## src/rtl/banco_reg_multiporta.sv

```systemverilog
// banco_reg_multiporta: multi-port register file with two registered read ports,
// one write port, and a hardware scrub sequence that clears every register.
// Optional macro BANCO_REG_FWD_EN enables write-to-read forwarding.
module banco_reg_multiporta #(
    parameter int DATA_W  = 32,
    parameter int ADDR_W  = 5,
    parameter int R0_ZERO = 1
) (
    input  logic              clock,
    input  logic              reset_n,
    input  logic              clear,
    output logic              busy,
    input  logic              EscReg,
    input  logic [ADDR_W-1:0] RegW,
    input  logic [DATA_W-1:0] Dado_Escrito,
    input  logic [ADDR_W-1:0] ReadA,
    input  logic [ADDR_W-1:0] ReadB,
    output logic [DATA_W-1:0] OutA,
    output logic [DATA_W-1:0] OutB
);

    localparam int DEPTH = 2 ** ADDR_W;

    typedef enum logic {
        IDLE,
        SCRUB
    } state_t;

    state_t            state;
    state_t            nextState;
    logic [ADDR_W-1:0] scrubPtr;
    logic [ADDR_W-1:0] nextPtr;
    logic [DATA_W-1:0] regs [DEPTH];
    logic              wrAccept;
    logic [DATA_W-1:0] rdA;
    logic [DATA_W-1:0] rdB;

    // Next-state logic for the scrub FSM and write acceptance decode.
    always_comb begin
        busy      = (state == SCRUB);
        wrAccept  = !busy && EscReg && !((R0_ZERO != 0) && (RegW == '0));
        nextState = state;
        nextPtr   = scrubPtr;
        case (state)
            IDLE: begin
                if (clear) begin
                    nextState = SCRUB;
                    nextPtr   = '0;
                end
            end
            SCRUB: begin
                // Pointer all-ones is the last entry; leave before it can wrap.
                nextPtr = scrubPtr + 1'b1;
                if (&scrubPtr) begin
                    nextState = IDLE;
                end
            end
            default: nextState = IDLE;
        endcase
    end

    // State and scrub pointer registers; reset starts a fresh scrub.
    always_ff @(posedge clock) begin
        if (!reset_n) begin
            state    <= SCRUB;
            scrubPtr <= '0;
        end else begin
            state    <= nextState;
            scrubPtr <= nextPtr;
        end
    end

    // Storage update: scrub zeroing has precedence, user writes only when idle.
    always_ff @(posedge clock) begin
        if (reset_n) begin
            if (busy) begin
                regs[scrubPtr] <= '0;
            end else if (wrAccept) begin
                regs[RegW] <= Dado_Escrito;
            end
        end
    end

    // Read data selection for both ports, including optional forwarding.
    always_comb begin
        rdA = regs[ReadA];
        rdB = regs[ReadB];
`ifdef BANCO_REG_FWD_EN
        if (wrAccept && (ReadA == RegW)) begin
            rdA = Dado_Escrito;
        end
        if (wrAccept && (ReadB == RegW)) begin
            rdB = Dado_Escrito;
        end
`else
`endif
        if ((R0_ZERO != 0) && (ReadA == '0)) begin
            rdA = '0;
        end
        if ((R0_ZERO != 0) && (ReadB == '0)) begin
            rdB = '0;
        end
    end

    // Registered read outputs; forced to zero while scrubbing or in reset.
    always_ff @(posedge clock) begin
        if (!reset_n) begin
            OutA <= '0;
            OutB <= '0;
        end else if (busy) begin
            OutA <= '0;
            OutB <= '0;
        end else begin
            OutA <= rdA;
            OutB <= rdB;
        end
    end

endmodule

```

## config.mk

```make
export PLATFORM = sky130hd
export DESIGN_NAME = banco_reg_multiporta
export DESIGN_NICKNAME = d
export VERILOG_FILES = /design/src/rtl/banco_reg_multiporta.sv
export SDC_FILE = /design/constraint.sdc
export NUM_CORES = 1
export LEC_CHECK = 0
export CORE_MARGIN = 8
export CORE_UTILIZATION = 50
export DETAILED_ROUTE_END_ITERATION = 7
export GPL_ROUTABILITY_DRIVEN = 0
export HOLD_SLACK_MARGIN = 0.06
export PLACE_DENSITY_LB_ADDON = 0.2
export SLEW_MARGIN = 20
export SYNTH_ARGS = -nofsm -noshare
export SYNTH_HDL_FRONTEND = slang
export SYNTH_SLANG_ARGS = --single-unit
```

## constraint.sdc

```tcl
create_clock -name clock -period 7.6 [get_ports clock]
set_clock_uncertainty 0.15 [all_clocks]
set_input_delay 0.76 -clock clock [delete_from_list [all_inputs] [get_ports clock]]
set_output_delay 0.76 -clock clock [all_outputs]
set_load 0.01 [all_outputs]
```

After elaboration in Yosys (flattened, before gate mapping)
Memory sizes are Yosys's and may differ from the RTL's. A register that Yosys moved wholly into a read port is not among the register bits.
Index checks and enable logic that the tools add are counted.

storage, ports and cells
  input bits = 51
  ROM bits = 0
  flip-flop bits (word level) = 6
  bits in latches = 0
  memory bits (writable) = 1,024
  logic and storage cells = 33
  memories = 1

memories
  name  depth  bits a word  rd ports  clocked after Yosys merged registers in  write ports  line  RTL
  regs  32     32           2         2                                        1            33    logic [DATA_W-1:0] regs [DEPTH];

operators by class
  shifts and indexed selects = 0
  multiply operators = 0
  multiplexer cells = 15
  equality and inequality tests = 1
  bitwise gates (word level) = 2
  reductions and logical operators = 11
  div/mod/pow operators = 0
  order comparisons = 0
  add/subtract/negate cells = 1

operator list
  kind                                           number
  two-way mux 32 bit                             1
  OR reduction 32 bit                            1
  zero test 5 bit                                3
  two-way mux 1 bit                              10
  two-way mux 5 bit                              2
  case mux 5 bit (2 select lines)                1
  OR reduction 3 bit                             2
  adder 5 x 1 -> 5 bit (second input constant)   1
  AND reduction 5 bit                            1
  logical AND 1 bit                              2
  zero test 1 bit                                2
  inequality test 2 bit (second input constant)  1
  NOT 1 bit                                      2
  case mux 1 bit (2 select lines)                1

Logic depth before layout (Yosys ltp)
  word-level depth = 9
  depth in mapped cells = 10
  depth with buffers taken out = 5

Worst setup path before layout
Ideal clock, no wire load.

  kind = input to register
  start = input port RegW[3]
  end = memory regs[11][0], enable pin
  stages on the path = 5
  path buffers = 1
  slack = 1,841 ps
  arrival = 5,107 ps
  path through = clkbuf_1 or4_1 o21ai_2 a31oi_1 nor4_1

on the way
  longest elaborated chain between the ends = 9
  elaborated cells between the ends (all ways) = 10
  classes of those cells = mux (6); reduce/logical (4)

ends and longest elaborated chain
  what                                                                     line  RTL
  from (decl)                                                              14    input logic [ADDR_W-1:0] RegW,
  zero test 5 bit                                                          41    wrAccept = !busy && EscReg && !((R0_ZERO != 0) && (RegW == '0));
  zero test 1 bit                                                          41
  logical AND 1 bit                                                        41
  two-way mux 1 bit                                                        78    end else if (wrAccept) begin
  two-way mux 1 bit                                                        76    if (busy) begin
  two-way mux 1 bit                                                        75    if (reset_n) begin
  two-way mux 1 bit (implied by the code)                                  79    regs[RegW] <= Dado_Escrito;
  OR reduction 32 bit (no source line)                                     --
  two-way mux 5 bit (no source line) or two-way mux 1 bit (tied branches)  --
  to (decl)                                                                33

Several ways; a longest one is shown, not always the timed one.

Worst setup path after layout
  start = input port ReadB[1]
  end = register OutB[24] (read register of regs)

on the way
  longest elaborated chain between the ends = 2

ends and longest elaborated chain
  what                                 line  RTL
  from (decl)                          17    input logic [ADDR_W-1:0] ReadB,
  zero test 5 bit                      100   if ((R0_ZERO != 0) && (ReadB == '0)) begin
  OR reduction 3 bit (no source line)  --
  to (decl)                            19    output logic [DATA_W-1:0] OutB

Several ways; a longest one is shown, not always the timed one.
A chain may end at the register's enable or synchronous reset.

==> impl_metrics.json <==
{
  "grt_pass1_vias": 28500,
  "arrival_ns": 4.07,
  "ant_nets": 0,
  "grt_max_degree": 117,
  "syn_area_sq_um": 49100,
  "synth-async-reset-ratio_pct": 0,
  "layout-drive-gt1-share_pct": 29.9,
  "grt_util_all_layers_pct": 26.5,
  "rsz0062_at_grt": "false",
  "ys_types": 53,
  "worstMarginPinSlew_ns": 1.12,
  "viasPerCell": 7.03,
  "cts_tree": "yes",
  "fmax_mhz": 270,
  "worstSetupEndpointType": "flop",
  "synth_edf_count": 1024,
  "cts.sinks": 1094,
  "setup_tns_ns": 0,
  "syn2layout_area_growth_pct": 13.4,
  "vdd_ir_drop_max_uv": 186,
  "grt_antenna_before_repair": 2,
  "slew_headroom_pct": 25.3,
  "initial_utilization_pct": 50.2,
  "drc": 0,
  "cp_max_fo": 48,
  "die_x_microns": 329,
  "setup_viol_count_final": 0,
  "grt_pass1_wl_microns": 207000,
  "dp_hpwl_microns": 85400,
  "post_synth.cell_area_avg_sq_um": 20.2,
  "num_rows": 115,
  "ios": 116,
  "synthesis.nets": 2487,
  "synth_flop_cell": "edfxtp_1",
  "grt_overflow": 0,
  "drv_slew": 0,
  "post-route-period-util_pct": 48.7,
  "cts-hold-fix-buffers": 0,
  "path_class": "input port to flop",
  "power_per_cell_area_nw_per_um2": 230,
  "dieHeight_microns": 329,
  "cts_max_level": 3,
  "clockBufferDepth": 3,
  "ys_ff_latch": 1094,
  "finalCriticalPeriod_ns": 3.70,
  "mostFrequentLayoutCells": "edfxtp_1, mux4_2, mux2i_1",
  "nets": 2602,
  "numCtsBuffers": 114,
  "dr_total_vias": 27600,
  "design_area_sq_um": 55700,
  "p_leak_nw": 19.5,
  "port-buffer-count": 115,
  "diodes": 0,
  "insertion_delay_ns": 0.69,
  "cts_setup_buffers": 0,
  "final_common_cell": "edfxtp_1",
  "dieArea_sq_um": 108000,
  "drv_cap": 0,
  "drtIter0Drc": 3349,
  "core_region_area_sq_um": 97800,
  "post_dp_cell_area_sq_um": 51800,
  "min_path_type": "input port to flop",
  "cp-start-kind": "input port",
  "synth-seq-area-share_pct": 65.5,
  "syn_inst": 2434,
  "hold_violations": 0,
  "wl_per_cell_microns": 36.6,
  "yosysWarnings": 0,
  "clk_pin_slew_worst_paths_ns": 0.06,
  "cp.required_ns": 7.97,
  "drt_wl_total_microns": 144000,
  "cts-resized-gates": 0,
  "drt_pass1_iterations": 5,
  "root_buffer": "clkbuf_16",
  "status": "completed"
}
[layer usage]
layer / up-vias / part of all wire (%) / GRT usage [%]
met1: 14800 / 40 / 37.5
li1: 10900 / - / -
met3: 243 / 10 / 5.65
met4: 2 / 3.3 / 8.99
met2: 1720 / 47 / 41.1
met5: - / 0.0090 / 0
[report_power, final]
group | switching (mW) | internal [mW] | leakage, nW
combinational | 0.385 | 0.285 | 6.09
clock | 2.31 | 3.29 | 1.86
sequential | 0.0131 | 6.52 | 11.6
[cells in the mapped netlist (all sizes together), types with 3 or more instances]
cell     count  area share, %
a21oi        4          0.048
a2111oi     26           0.47
mux4       460             21
o22a        32           0.57
buf         97            1.2
nor3b        3          0.046
o21ai        8          0.089
a221o        6           0.12
inv          5          0.038
nand3        3          0.031
dfxtp       70            2.9
a221oi       6           0.11
nor2        28           0.21
nor2b       21           0.27
a211oi      39           0.60
mux2        12           0.28
clkbuf      99           0.76
nand2       10          0.076
a22o        41           0.73
nor3        38           0.39
edfxtp    1024             63
o221ai      58            1.0
a31oi        4          0.051
nor4         4          0.051
o22ai       26           0.33
mux2i      246            5.0
and2        37           0.47
nand3b       5          0.076
[worst paths after layout]
kind / start / slack [ns] / to / cells past startpoint
max: ReadB[1] / 3.90 / OutB[24] / 6
min: ReadA[1] / 0.42 / OutA[3] / 3
max reg2reg: busy / 4.13 / regs[18][24] / 5
min reg2reg: scrubPtr[0] / 0.56 / scrubPtr[0] / 2
[cell type report]
| cell class | instances | area (sq um) |
|---|---|---|
| fill | 7233 | 42200 |
| sequential | 1094 | 32200 |
| multi-input combinational | 1139 | 16300 |
| clock buffer | 157 | 3310 |
| timing repair buffer | 195 | 1850 |
| tap | 1287 | 1610 |
| clock inverter | 56 | 465 |
| inverter | 5 | 18.8 |
[sequential cells by signal, summed over array words and instances, names as in the netlist]
| signal | cells |
|---|---|
| regs | 1024 |
| OutA | 32 |
| OutB | 32 |
| scrubPtr | 5 |
| busy | 1 |
[through the flow]
stage          total power [mW]  std cells  util, %  hold slack (ns)  worst slack, ns
3_5_place_dp               7.32       3718     53.0            0.546             3.21
5_1_grt                    13.1       3933     56.9            0.433             3.90
2_1_floorplan              7.11       2434        -            0.452             1.84
4_1_cts                    12.8       3931     56.8            0.385             3.93
6_report                   12.8       3933     56.9            0.422             3.90
3_3_place_gp               7.32       3718     53.0            0.505             2.81
[cells by family after synthesis]
logic type      synth area share [%]
xor+xnor                      0.0178
mux                             26.4
buf+inv                         1.95
flops                           65.5
simple gates                    1.83
compound gates                  4.25
fa+ha+maj                     0.0510
[critical path: stages]
cell and delay [ns]:
buf_6 0.43, buf_4 0.58, buf_4 0.63, mux4_2 0.45, a2111oi_0 0.98, nor3_1 0.10
(Power assumes the default switching activity.)
